**src/rtl/calc1_pkg.sv**
```systemverilog
// Shared encodings for the calc1 command port: commands, response codes
// and the responder FSM states.
package calc1_pkg;

   typedef enum logic [3:0] {
      CMD_NOP = 4'd0,
      CMD_ADD = 4'd1,
      CMD_SUB = 4'd2,
      CMD_SHL = 4'd5,
      CMD_SHR = 4'd6
   } cmd_e;

   typedef enum logic [1:0] {
      RESP_NONE = 2'd0,
      RESP_OK   = 2'd1,
      RESP_ERR  = 2'd2
   } resp_e;

   typedef enum logic [1:0] {
      IDLE,
      OPND2,
      EXEC,
      RESP
   } state_e;

endpackage

```
**src/rtl/calc1_alu.sv**
```systemverilog
// Combinational calc1 datapath: unsigned add/sub with range errors and
// logical shifts by the 5 LSBs of op2. Errors force a zero result.
module calc1_alu
   import calc1_pkg::*;
#(
   parameter int DATA_W = 32,
   parameter int CMD_W  = 4
) (
   input  logic [0:CMD_W-1]  cmd,
   input  logic [0:DATA_W-1] op1,
   input  logic [0:DATA_W-1] op2,
   output logic [0:DATA_W-1] result,
   output logic              err
);

   logic [0:DATA_W] sum;
   logic [0:4]      amt;

   always_comb begin
      sum    = {1'b0, op1} + {1'b0, op2};
      amt    = op2[DATA_W-5:DATA_W-1];
      result = '0;
      err    = 1'b0;
      case (cmd)
         CMD_W'(CMD_ADD): begin
            // index 0 of sum is the carry-out
            if (sum[0]) err = 1'b1;
            else        result = sum[1:DATA_W];
         end
         CMD_W'(CMD_SUB): begin
            if (op2 > op1) err = 1'b1;
            else           result = op1 - op2;
         end
         CMD_W'(CMD_SHL): result = op1 << amt;
         CMD_W'(CMD_SHR): result = op1 >> amt;
         default:         err = 1'b1;
      endcase
   end

endmodule

```
**src/rtl/calc1_resp_port.sv**
```systemverilog
// Responder end of the calc1 command port: captures command/op1, then op2,
// waits LATENCY cycles and presents a one-cycle response.
module calc1_resp_port
   import calc1_pkg::*;
#(
   parameter int DATA_W  = 32,
   parameter int CMD_W   = 4,
   parameter int LATENCY = 3
) (
   input  logic              clk,
   input  logic              rst_n,
   input  logic [0:CMD_W-1]  cmd_in,
   input  logic [0:DATA_W-1] data_in,
   output logic [0:1]        resp_out,
   output logic [0:DATA_W-1] data_out,
   output logic              busy_out
);

   state_e            state;
   state_e            next;
   logic [0:CMD_W-1]  cmd_q;
   logic [0:DATA_W-1] op1_q;
   logic [0:DATA_W-1] op2_q;
   logic [3:0]        cnt;
   logic [0:1]        resp_q;
   logic [0:DATA_W-1] data_q;
   logic [0:DATA_W-1] alu_res;
   logic              alu_err;
   logic              capture;

   // A command is accepted in IDLE and also on the edge leaving RESP.
   assign capture = (cmd_in != '0) && ((state == IDLE) || (state == RESP));

   calc1_alu #(
      .DATA_W (DATA_W),
      .CMD_W  (CMD_W)
   ) u_alu (
      .cmd    (cmd_q),
      .op1    (op1_q),
      .op2    (op2_q),
      .result (alu_res),
      .err    (alu_err)
   );

   always_ff @(posedge clk or negedge rst_n) begin
      if (!rst_n) begin
         state  <= IDLE;
         cmd_q  <= '0;
         op1_q  <= '0;
         op2_q  <= '0;
         cnt    <= '0;
         resp_q <= '0;
         data_q <= '0;
      end else begin
         state <= next;
         if (capture) begin
            cmd_q <= cmd_in;
            op1_q <= data_in;
         end
         if (state == OPND2) begin
            op2_q <= data_in;
            cnt   <= 4'(LATENCY - 1);
         end else if ((state == EXEC) && (cnt != '0)) begin
            cnt <= cnt - 4'd1;
         end
         if (next == RESP) begin
            resp_q <= alu_err ? RESP_ERR : RESP_OK;
            data_q <= alu_res;
         end else begin
            resp_q <= '0;
            data_q <= '0;
         end
      end
   end

   always_comb begin
      next = state;
      case (state)
         IDLE:    if (capture) next = OPND2;
         OPND2:   next = EXEC;
         EXEC:    if (cnt == '0) next = RESP;
         RESP:    next = capture ? OPND2 : IDLE;
         default: next = IDLE;
      endcase
   end

   always_comb begin
      busy_out = (state != IDLE);
      resp_out = resp_q;
      data_out = data_q;
   end

endmodule

```
**config.mk**
```make
export PLATFORM = sky130hd
export DESIGN_NAME = calc1_resp_port
export DESIGN_NICKNAME = d
export VERILOG_FILES = /design/src/rtl/calc1_pkg.sv /design/src/rtl/calc1_alu.sv /design/src/rtl/calc1_resp_port.sv
export SDC_FILE = /design/constraint.sdc
export NUM_CORES = 1
export LEC_CHECK = 0
export CORE_MARGIN = 1.5
export CORE_UTILIZATION = 65
export CTS_CLUSTER_DIAMETER = 120
export DETAILED_ROUTE_END_ITERATION = 16
export PLACE_DENSITY = 0.92
export SLEW_MARGIN = 20
export SYNTH_ARGS = -nofsm -noshare
export SYNTH_HDL_FRONTEND = slang
export SYNTH_SLANG_ARGS = --single-unit
```
**constraint.sdc**
```tcl
create_clock -name clk -period 6.85 [get_ports clk]
set_input_delay 1.37 -clock clk [delete_from_list [all_inputs] [get_ports clk]]
set_output_delay 1.37 -clock clk [all_outputs]
set_load 0.005 [all_outputs]
```
==> summary.md <==
| Metric | Value |
|---|---|
| Status | `complete, no violations` |
| FILL cells | `1,289` |
| Post-synth top cells | `a21oi_1, nand2_1, nor2_1` |
| CP Launch Type | `flip-flop` |
| Tightest Pin Transition | `1.22 ns` |
| Site row count | `47` |
| Die height | `132 um` |
| Via Count | `11.4k` |
| Synth Flop Type | `dfrtp_1` |
| WP data required | `7.11 ns` |
| YS warnings | `0` |
| DP Cell Count | `1,581` |
| Root Buffer Master | `clkbuf_16` |
| Worst-case reg-to-reg path depth | `13` |
| Area share of fa/ha/maj cells after synthesis | `8.76%` |
| Synth Area in Compound Gates | `28.6%` |
| CTS tree | `done` |
| Yosys cell types | `85` |
| Final wirelength | `38.6 mm` |
| Critical path class | `reg -> reg` |
| Hold WS | `0.556 ns` |
| Synth top area share | `24.8%` |
| Max frequency | `209 MHz` |
| Final cell count without fillers | `1,597` |
| Final Hold Vio Count | `0` |
| Post-CTS Setup Inserts | `0` |
| Critical path fanouts, max | `55` |
| Hold-fix buffers, CTS | `0` |
| DP HPWL | `29.0 mm` |
| #FFs+latches synth | `108` |
| H-tree levels | `3` |
| GR Util All Layers | `44.1%` |
| Final setup fails | `0` |
| Initial antenna violation count | `0` |
| Asr flop ratio synth | `100%` |
| Routed len/inst | `24.2 um` |
| Initial Utilization | `66.1%` |
| Synthesized cell area | `10,900 um2` |
| 1st-iter DRT viols | `1,510` |
| Synth Net Count | `1,481` |
| # Max-Cap Violations | `0` |
| Vias per std cell | `7.11` |
| Clk_lat worst skew | `0.38 ns` |
| GP Congestion | `1.05` |
| Final Cycle Share | `70.0%` |
| Area after DPL | `11,600 um2` |
| Largest net degree at the start of global routing | `85` |
| Main combinational cell family by area after synthesis | `compound AO/OA/AOI/OAI gates` |
| Vias in the first global route | `10.7k` |
| Clock slew at reported path FFs | `0.08 ns` |
| Multiplexer area fraction after synthesis | `12.1%` |
| Unrepaired setup endpoints after global routing | `false` |
| Antenna cell count | `0` |
| Die area | `17,500 um2` |
| Max-Slew Margin vs Limit | `18.3%` |
| Seq/Total Area, Yosys | `24.8%` |
| Area growth syn-to-layout | `9.50%` |
| Cells after Synth | `1,368` |
| Hold Crit Depth | `2` |
| Synth Area in Simple Gates | `17.5%` |
| Num CTS Buffers | `9` |
| IO Count | `73` |
| Share of layout cells above drive strength 1 | `9.37%` |
| 1st-pass router iterations | `7` |
| Gr ovfl total | `0` |
| Setup_tns | `0 ns` |
| Clock Skew | `0.0131 ns` |
| IO Port Bufs | `72` |
| CP arrival | `5.05 ns` |
| Slew Viols, Final | `0` |
| Crit end category | `flip-flop` |
| XOR/XNOR Fraction of Synth Area | `1.85%` |
| Global-route wire length before repair | `60.4 mm` |
| Clock sinks | `108` |
| Min Tclk post-route | `4.80 ns` |
| Hold WC Path Type | `reg -> reg` |
| CORE AREA | `16,500 um2` |
| Count of flip-flops with a built-in enable after synthesis | `0` |
| Die width | `132 um` |
| CTS Buffer Depth | `2` |
| Average instance area after synthesis | `7.95 um2` |
| Area contributors post-synth | `dfrtp_1, ha_1, a21oi_1` |
| # DRC | `0` |
| Leading area contributor after synthesis | `dfrtp_1` |
| Final #Nets | `1,485` |
| Final instance area | `11,900 um2` |
| Final antenna-violating net count | `0` |
| CTS resizes | `0` |
==> state kept, by name (all words and copies together) (netlist names) <==
name / flops
cmd_q: 4
state: 2
op1_q: 32
data_out: 32
cnt: 4
resp_out: 2
op2_q: 32
==> routing by layer <==
layer	vias to the layer above	routed length [um]	GRT usage [%]	share of wire [%]
li1	5027	-	-	-
met1	5354	15200	59.2	39
met2	829	17200	69.4	45
met3	146	3880	6.34	10
met4	0	2320	23.1	6.0
met5	-	0	0	0
==> placed cells by master, fill, tap and decap left out, drive strengths merged, types with 25 or more instances in the layout <==
cell / instances
dfrtp: 108
clkdlybuf4s50: 71
inv: 73
mux2: 50
nor2: 119
a211oi: 35
o21ai: 118
o22ai: 26
a21oi: 127
ha: 73
nor3: 25
mux2i: 46
nand2: 126
nand3: 29
a31oi: 30
nand2b: 28
==> critical path, cell delays in order (launching register included) <==
cell,delay (ns)
dfrtp_1,0.38
buf_4,0.30
inv_2,0.09
buf_4,0.50
ha_1,0.45
o21bai_1,0.21
o2111ai_1,0.21
a211oi_2,0.44
o2111ai_2,0.23
a2111oi_4,0.49
or2_1,0.68
a2bb2oi_1,0.24
a21oi_1,0.09
o31a_1,0.31
==> kinds of logic after synthesis <==
kind of cell / count (synthesis)
AO/OA/AOI/OAI: 483
multiplexers: 109
AND/OR/NAND/NOR: 404
buffers and inverters: 166
adder cells (fa/ha/maj): 75
flip-flops: 108
XOR/XNOR: 23
==> final timing paths <==
check,slack (ns),startpoint,endpoint
hold reg to reg,0.56,cnt[3],cnt[3]
setup / recovery,2.05,op2_q[29],data_out[15]
setup reg to reg,2.05,op2_q[29],data_out[15]
min in group asynchronous,1.01,rst_n,op1_q[24]
hold / removal,0.56,cnt[3],cnt[3]
max in group asynchronous,4.60,rst_n,cmd_q[2]
==> through the flow <==
stage	utilization (%)	setup WS [ns]
3_3_place_gp	70.4	2.38
5_1_grt	72.4	1.70
6_report	72.4	2.05
3_5_place_dp	70.4	2.24
4_1_cts	72.3	2.20
2_1_floorplan	-	2.82
==> final cells by class <==
cell class / instances / area [um2] / share of cell area [%]
clock buffer: 9 / 225 / 1.89
inverter: 73 / 274 / 2.30
multi-input combinational: 1094 / 7530 / 63.2
clock inverter: 7 / 85.1 / 0.714
timing repair buffer: 86 / 823 / 6.91
tap: 220 / 275 / 2.31
sequential: 108 / 2710 / 22.7
Power is not shown: default switching activity piles up to over one toggle a cycle in this logic, so the estimate is an artifact.
